`config.mk`:
```
export PLATFORM = sky130hd
export DESIGN_NAME = tictactoe_game_ctrl_flat
export DESIGN_NICKNAME = d
export VERILOG_FILES = /design/src/rtl/tictactoe_game_ctrl_if.sv /design/src/rtl/tictactoe_game_ctrl.sv /design/src/flat_wrapper.sv
export SDC_FILE = /design/constraint.sdc
export NUM_CORES = 1
export LEC_CHECK = 0
export ABC_AREA = 1
export BUFFER_PORTS_ARGS = -buffer_cell sky130_fd_sc_hd__buf_2
export CAP_MARGIN = 15
export CELL_PAD_IN_SITES_DETAIL_PLACEMENT = 0
export CELL_PAD_IN_SITES_GLOBAL_PLACEMENT = 1
export CORE_ASPECT_RATIO = 1.25
export CORE_MARGIN = 2
export CORE_UTILIZATION = 46
export DETAILED_ROUTE_END_ITERATION = 10
export GPL_ROUTABILITY_DRIVEN = 0
export PLACE_DENSITY_LB_ADDON = 0.1
export SLEW_MARGIN = 0
export SYNTH_ARGS = -nofsm -noshare
export SYNTH_HDL_FRONTEND = slang
export SYNTH_SLANG_ARGS = --single-unit
```
`constraint.sdc`:
```
create_clock -name CLK -period 8 [get_ports CLK]
set_clock_uncertainty 0.05 [all_clocks]
set_input_delay 1.6 -clock CLK [delete_from_list [all_inputs] [get_ports CLK]]
set_output_delay 1.6 -clock CLK [all_outputs]
set_load 0.01 [all_outputs]
```
`src/rtl/tictactoe_game_ctrl_if.sv`:
```
// Bundles the button/blanking inputs and the game-state outputs of the tic-tac-toe sequencer.
//   board_but     : raw active-low cell buttons, bit i = cell 3*r+c
//   vnotactive    : high during vertical blanking
//   board         : cell i at [2i+1:2i], 00 empty, 01 player0, 10 player1
//   player        : player to move next
//   move_cnt      : moves placed in the current game (0..9)
//   winner        : 00 none, 01 player0, 10 player1, 11 draw
//   game_over     : high while the game is finished
//   move_pulse    : one-cycle pulse per stone written
//   illegal_pulse : one-cycle pulse per rejected press
interface tictactoe_game_ctrl_if;
    logic [8:0]  board_but;
    logic        vnotactive;
    logic [17:0] board;
    logic        player;
    logic [3:0]  move_cnt;
    logic [1:0]  winner;
    logic        game_over;
    logic        move_pulse;
    logic        illegal_pulse;

    modport master (
        output board_but, vnotactive,
        input  board, player, move_cnt, winner, game_over, move_pulse, illegal_pulse
    );

    modport slave (
        input  board_but, vnotactive,
        output board, player, move_cnt, winner, game_over, move_pulse, illegal_pulse
    );
endinterface

```
`src/rtl/tictactoe_game_ctrl.sv`:
```
// Tic-tac-toe game sequencer: per-frame button debounce, move validation, player
// alternation, win/draw detection and the board state rendered by the display.
//   CLK  : system clock
//   RST  : synchronous active-high reset
//   gif  : slave side of tictactoe_game_ctrl_if (buttons, blanking, game outputs)
module tictactoe_game_ctrl #(
    parameter int unsigned DEBOUNCE_FRAMES = 2
) (
    input  logic                  CLK,
    input  logic                  RST,
    tictactoe_game_ctrl_if.slave  gif
);

    localparam int unsigned CNT_W  = 4;
    localparam logic [CNT_W-1:0] DB_MAX = CNT_W'(DEBOUNCE_FRAMES);

    typedef enum logic [2:0] {
        S_RELEASE,
        S_ARMED,
        S_PLACE,
        S_CHECK,
        S_OVER
    } state_t;

    state_t            state_q;
    logic              vn_q;
    logic [8:0]        last_sample_q, last_sample_d;
    logic [CNT_W-1:0]  stable_cnt_q, stable_cnt_d;
    logic [8:0]        btn_db_q, btn_db_d;
    logic [17:0]       board_q;
    logic              player_q;
    logic              mover_q;
    logic [3:0]        move_cnt_q;
    logic [1:0]        winner_q;
    logic              game_over_q;
    logic              move_pulse_q;
    logic              illegal_pulse_q;
    logic              rel_q;
    logic [3:0]        cell_q;

    logic              tick_c;
    logic [8:0]        raw_c;
    logic              btn_none_c;
    logic              btn_onehot_c;
    logic [3:0]        cell_c;
    logic [8:0]        occupied_c;
    logic              cell_taken_c;
    logic [1:0]        mover_code_c;
    logic              win_c;

    assign tick_c       = gif.vnotactive & ~vn_q;
    assign raw_c        = ~gif.board_but;
    assign btn_none_c   = (btn_db_q == 9'd0);
    assign btn_onehot_c = $onehot(btn_db_q);
    assign mover_code_c = {mover_q, ~mover_q};

    // Debounce: sample once per frame, publish after DEBOUNCE_FRAMES identical samples
    always_comb begin
        last_sample_d = last_sample_q;
        stable_cnt_d  = stable_cnt_q;
        btn_db_d      = btn_db_q;
        if (tick_c) begin
            if (raw_c == last_sample_q) begin
                if (stable_cnt_q < DB_MAX) begin
                    stable_cnt_d = stable_cnt_q + CNT_W'(1);
                end
            end else begin
                last_sample_d = raw_c;
                stable_cnt_d  = CNT_W'(1);
            end
            if (stable_cnt_d == DB_MAX) begin
                btn_db_d = last_sample_d;
            end
        end
    end

    // Pressed-cell index and per-cell occupancy
    always_comb begin
        cell_c     = 4'd0;
        occupied_c = 9'd0;
        for (int i = 0; i < 9; i++) begin
            if (btn_db_q[i]) begin
                cell_c = 4'(i);
            end
            occupied_c[i] = |board_q[2*i +: 2];
        end
    end
    assign cell_taken_c = |(btn_db_q & occupied_c);

    function automatic logic line_match(input logic [17:0] b, input logic [1:0] code,
                                        input int a, input int m, input int c);
        return (b[2*a +: 2] == code) && (b[2*m +: 2] == code) && (b[2*c +: 2] == code);
    endfunction

    // Three rows, three columns, two diagonals for the player who just moved
    assign win_c = line_match(board_q, mover_code_c, 0, 1, 2) |
                   line_match(board_q, mover_code_c, 3, 4, 5) |
                   line_match(board_q, mover_code_c, 6, 7, 8) |
                   line_match(board_q, mover_code_c, 0, 3, 6) |
                   line_match(board_q, mover_code_c, 1, 4, 7) |
                   line_match(board_q, mover_code_c, 2, 5, 8) |
                   line_match(board_q, mover_code_c, 0, 4, 8) |
                   line_match(board_q, mover_code_c, 2, 4, 6);

    // Game sequencer and all registered outputs
    always_ff @(posedge CLK) begin
        if (RST) begin
            state_q         <= S_RELEASE;
            vn_q            <= 1'b0;
            last_sample_q   <= 9'd0;
            stable_cnt_q    <= '0;
            btn_db_q        <= 9'd0;
            board_q         <= 18'd0;
            player_q        <= 1'b0;
            mover_q         <= 1'b0;
            move_cnt_q      <= 4'd0;
            winner_q        <= 2'b00;
            game_over_q     <= 1'b0;
            move_pulse_q    <= 1'b0;
            illegal_pulse_q <= 1'b0;
            rel_q           <= 1'b0;
            cell_q          <= 4'd0;
        end else begin
            vn_q            <= gif.vnotactive;
            last_sample_q   <= last_sample_d;
            stable_cnt_q    <= stable_cnt_d;
            btn_db_q        <= btn_db_d;
            move_pulse_q    <= 1'b0;
            illegal_pulse_q <= 1'b0;
            case (state_q)
                S_RELEASE: begin
                    if (btn_none_c) begin
                        state_q <= S_ARMED;
                    end
                end
                S_ARMED: begin
                    if (btn_onehot_c) begin
                        if (cell_taken_c) begin
                            illegal_pulse_q <= 1'b1;
                            state_q         <= S_RELEASE;
                        end else begin
                            cell_q  <= cell_c;
                            state_q <= S_PLACE;
                        end
                    end else if (!btn_none_c) begin
                        illegal_pulse_q <= 1'b1;
                        state_q         <= S_RELEASE;
                    end
                end
                S_PLACE: begin
                    board_q[{cell_q, 1'b0} +: 2] <= {player_q, ~player_q};
                    move_cnt_q   <= move_cnt_q + 4'd1;
                    mover_q      <= player_q;
                    player_q     <= ~player_q;
                    move_pulse_q <= 1'b1;
                    state_q      <= S_CHECK;
                end
                S_CHECK: begin
                    if (win_c) begin
                        winner_q    <= mover_code_c;
                        game_over_q <= 1'b1;
                        rel_q       <= 1'b0;
                        state_q     <= S_OVER;
                    end else if (move_cnt_q == 4'd9) begin
                        winner_q    <= 2'b11;
                        game_over_q <= 1'b1;
                        rel_q       <= 1'b0;
                        state_q     <= S_OVER;
                    end else begin
                        state_q <= S_RELEASE;
                    end
                end
                S_OVER: begin
                    // New game needs a full release first; the starting press places nothing
                    if (btn_none_c) begin
                        rel_q <= 1'b1;
                    end else if (rel_q && btn_onehot_c) begin
                        board_q     <= 18'd0;
                        player_q    <= 1'b0;
                        move_cnt_q  <= 4'd0;
                        winner_q    <= 2'b00;
                        game_over_q <= 1'b0;
                        rel_q       <= 1'b0;
                        state_q     <= S_RELEASE;
                    end
                end
                default: state_q <= S_RELEASE;
            endcase
        end
    end

    assign gif.board         = board_q;
    assign gif.player        = player_q;
    assign gif.move_cnt      = move_cnt_q;
    assign gif.winner        = winner_q;
    assign gif.game_over     = game_over_q;
    assign gif.move_pulse    = move_pulse_q;
    assign gif.illegal_pulse = illegal_pulse_q;

endmodule

```
`src/flat_wrapper.sv`:
```
// flat-port wrapper written by rule: the top's interface ports become plain ports
module tictactoe_game_ctrl_flat 
#(
    parameter int unsigned DEBOUNCE_FRAMES = 2
)
  (CLK, RST, gif_board_but, gif_vnotactive, gif_board, gif_player, gif_move_cnt, gif_winner, gif_game_over, gif_move_pulse, gif_illegal_pulse);
  tictactoe_game_ctrl_if gif_i ();
  input  logic CLK;
  input  logic RST;
  input wire logic [$bits(gif_i.board_but)-1:0] gif_board_but;
  input wire logic [$bits(gif_i.vnotactive)-1:0] gif_vnotactive;
  output wire logic [$bits(gif_i.board)-1:0] gif_board;
  output wire logic [$bits(gif_i.player)-1:0] gif_player;
  output wire logic [$bits(gif_i.move_cnt)-1:0] gif_move_cnt;
  output wire logic [$bits(gif_i.winner)-1:0] gif_winner;
  output wire logic [$bits(gif_i.game_over)-1:0] gif_game_over;
  output wire logic [$bits(gif_i.move_pulse)-1:0] gif_move_pulse;
  output wire logic [$bits(gif_i.illegal_pulse)-1:0] gif_illegal_pulse;
  assign gif_i.board_but = gif_board_but;
  assign gif_i.vnotactive = gif_vnotactive;
  assign gif_board = gif_i.board;
  assign gif_player = gif_i.player;
  assign gif_move_cnt = gif_i.move_cnt;
  assign gif_winner = gif_i.winner;
  assign gif_game_over = gif_i.game_over;
  assign gif_move_pulse = gif_i.move_pulse;
  assign gif_illegal_pulse = gif_i.illegal_pulse;
  tictactoe_game_ctrl #(.DEBOUNCE_FRAMES(DEBOUNCE_FRAMES)) u_core (.CLK(CLK), .RST(RST), .gif(gif_i));
endmodule
```
==> qor.tcl <==
set qor(status) {finished clean}
set qor(synth_seq_cells) 60
set qor(io_pins) 40
set qor(worst_setup_path_end_kind) {register}
set qor(synth_area_leader_cell) {sky130_fd_sc_hd__dfxtp_1}
set qor(worstPathCellList) {inv_1 > ha_1 > inv_1 > fa_1 > fa_1 > inv_1 > ha_1 > fa_1 > nor2_1 > nand2_1 > o21ai_2 > nand2_4 > nor2_8 > inv_4 > nand2_4 > inv_2 > a21oi_1 > nor2_1}
set qor(hold_fix_buffers_cts) 0
set qor(power_leakage_nw) 1.91
set qor(finalSetupViolCount) 0
set qor(h_tree_lvl_count) 3
set qor(routed_wl_um) 9470
set qor(grt_first_pass_wirelength_um) 15400
set qor(drt-pass1-iter-count) 4
set qor(tritoncts) {yes}
set qor(synth-async-reset-ratio_pct) 0
set qor(place.detailed.hpwl_um) 7440
set qor(synth-compound-area-share_pct) 16.6
set qor(hold_class) {register to register}
set qor(first_global_vias) 3188
set qor(design.die.area_sq_um) 8890
set qor(detail-route-antenna-nets) 0
set qor(insertedDiodeCount) 0
set qor(synthesis.area_per_instance_sq_um) 6.91
set qor(via_count) 3461
set qor(mappedNetlistArea_sq_um) 3750
set qor(synth.yosys.warnings) 0
set qor(placementRows) 36
set qor(synth_edf_count) 0
set qor(grtUsageTotal_pct) 22.1
set qor(postcts_setup_bufs) 0
set qor(synth_adder_area_share_pct) 8.01
set qor(fin_setup_tns_ps) 0
set qor(clock_tree.buffer_depth) 2
set qor(core_region_area_sq_um) 7840
set qor(report.final.slew_viol_count) 0
set qor(postSynthCellCount) 542
set qor(postCtsResizedCells) 0
set qor(drt-vias-per-instance) 5.07
set qor(portBuffers) 39
set qor(cts-buffers-inserted) 9
set qor(floorplan.die.height_um) 105
set qor(timing.critical_path.required_ps) 8160
set qor(synth-main-ff-cell) {sky130_fd_sc_hd__dfxtp_1}
set qor(criticalPathCategory) {register to register}
set qor(clock_sinks) 60
set qor(synth_seq_area_share_pct) 32.1
set qor(nNetsFinal) 615
set qor(cap_viol_max_count) 0
set qor(max_stage_delay_ps) 510
set qor(category_of_the_worst_setup_path_launch_point) {register}
set qor(yosys.area.top_type_share_pct) 32.1
set qor(clk_pin_slew_worst_setup_hold_paths_ps) 70
set qor(routed_wire_length_per_instance_um) 13.9
set qor(drc) 0
set qor(final.min_clock_period_ps) 3720
set qor(cp_arrival_ps) 3880
set qor(most_common_cell_after_layout_fill_and_taps_aside) {sky130_fd_sc_hd__nand2_1}
set qor(dpl_worst_slack_ps) 4260
set qor(final.period_utilization_pct) 46.5
set qor(final_cell_mix) {sky130_fd_sc_hd__nand2_1, sky130_fd_sc_hd__nor2_1, sky130_fd_sc_hd__inv_1}
set qor(critical-path-slowest-cell) {sky130_fd_sc_hd__fa_1}
set qor(signed_area_change_from_the_synthesized_netlist_to_the_final_layout_pct) 11.6
set qor(fin_ws_ps) 4280
set qor(grt_total_ovfl) 0
set qor(synth.mux.area_fraction_pct) 0
set qor(hold_violations) 0
set qor(drive_above_1_share_pct) 18.9
set qor(power.density_nw_per_um2) 147
set qor(clock_tree_root) {sky130_fd_sc_hd__clkbuf_8}
set qor(grt_max_degree) 41
set qor(start_util_pct) 47.8
set qor(setup_repair_after_global_routing_missed_its_margin) {no}
set qor(antenna_found_initial) 0
set qor(synth_area_leaders) {sky130_fd_sc_hd__dfxtp_1, sky130_fd_sc_hd__nand2_1, sky130_fd_sc_hd__nor2_1}
set qor(syn_nets) 575
set qor(final.fill_count) 810
set qor(worst-slew-pin-transition_ps) 854
set qor(cp_max_fo) 9
set qor(ys_types) 47
set qor(clock_latency_ps) 350
set qor(synthSimpleGateAreaFrac_pct) 31.4
set qor(max-slew-margin-rel_pct) 43.1
set qor(vdd.ir_drop.worst_uv) 115
set qor(fmax_mhz) 269
set qor(synth_xor_area_share_pct) 1.17
set qor(drt-initial-drc-count) 157
set qor(synth_top_family_by_area) {simple AND/OR/NAND/NOR gates}
set qor(die_width_um) 84.7
## synthesized netlist by cell type, drive strengths merged, types with 2 or more instances
library cell  instances
clkbuf                3
nand2               115
nand4                 9
o31ai                 2
nand3b                2
or2                   2
a31oi                 7
nor3                 13
o21ai                24
ha                   16
fa                    5
a211oi               15
inv                  86
xor2                  5
dfxtp                60
nand3                22
a21oi                43
nor2                 97
buf                   7
## worst max-delay path: cells and delay by family (launching register included)
kind / cells / cell delay [ps]
adders and majority gates: 5 / 1820
buffers and inverters: 5 / 340
and+or+nand+nor: 6 / 640
DFF: 1 / 400
AOI/OAI and AO/OA: 2 / 330
## cell type report
cell class                 instances  area (sq um)  area share (%)
clock buffer                       9           124            2.96
clock inverter                     7          67.6            1.62
inverter                          87           334            7.99
multi-input combinational        385          2140            51.2
sequential                        60          1200            28.7
tap                               95           119            2.84
timing repair buffer              39           195            4.67
## path summary, 6_finish.rpt
check	depth (start not counted)	start	slack, ps	end
setup reg to reg	18	u_core.btn_db_q[2]$_SDFFE_PP0P_	4280	u_core.gif.player$_SDFFE_PP0P_
hold / removal	2	u_core.rel_q$_SDFFE_PP0P_	420	u_core.rel_q$_SDFFE_PP0P_
setup / recovery	18	u_core.btn_db_q[2]$_SDFFE_PP0P_	4280	u_core.gif.player$_SDFFE_PP0P_
hold reg to reg	2	u_core.rel_q$_SDFFE_PP0P_	420	u_core.rel_q$_SDFFE_PP0P_
## sequential cells by signal, indices dropped and copies added (netlist names)
| name | cells |
|---|---|
| u_core.rel_q | 1 |
| u_core.cell_q | 4 |
| u_core.state_q | 3 |
| u_core.btn_db_q | 9 |
| u_core.stable_cnt_q | 4 |
| u_core.gif.move_pulse | 1 |
| u_core.gif.game_over | 1 |
| u_core.gif.illegal_pulse | 1 |
| u_core.gif.move_cnt | 4 |
| u_core.vn_q | 1 |
| u_core.gif.player | 1 |
| u_core.mover_q | 1 |
| u_core.last_sample_q | 9 |
| u_core.gif.board | 18 |
| u_core.gif.winner | 2 |
## stage by stage
stage | hold slack, ps | cell area [sq um] | total power [mW] | std cells | util [%]
after detailed placement | 408 | 3990 | 0.352 | 666 | 50.9
after global placement | 403 | 3990 | 0.351 | 666 | 50.9
after floorplan | 389 | 3750 | 0.340 | 542 | -
final | 420 | 4180 | 0.615 | 682 | 53.4
after global routing | 463 | 4180 | 0.636 | 682 | 53.4
after CTS | 421 | 4180 | 0.619 | 682 | 53.4
## layer usage
metal | up-vias | track usage (%) | share of wire, %
li1 | 1826 | - | -
met5 | - | 0 | 0
met4 | 0 | 7.82 | 1.9
met3 | 13 | 4.19 | 4.0
met2 | 73 | 39.7 | 51
met1 | 1549 | 26.0 | 43
## report_power, final
part / total, mW / internal (mW) / switching, mW
Sequential: 0.308 / 0.304 / 0.00470
Clock: 0.270 / 0.142 / 0.128
Combinational: 0.0361 / 0.0124 / 0.0238
## cells by family (layout without fill, tap and decap cells)
kind of cell | count (synthesis) | after routing
AO/OA/AOI/OAI | 98 | 98
XOR/XNOR | 5 | 5
adder cells (fa/ha/maj) | 21 | 21
buffers and inverters | 97 | 142
flip-flops | 60 | 60
AND/OR/NAND/NOR | 261 | 261
No activity file was read; power rests on OpenSTA's default activity.
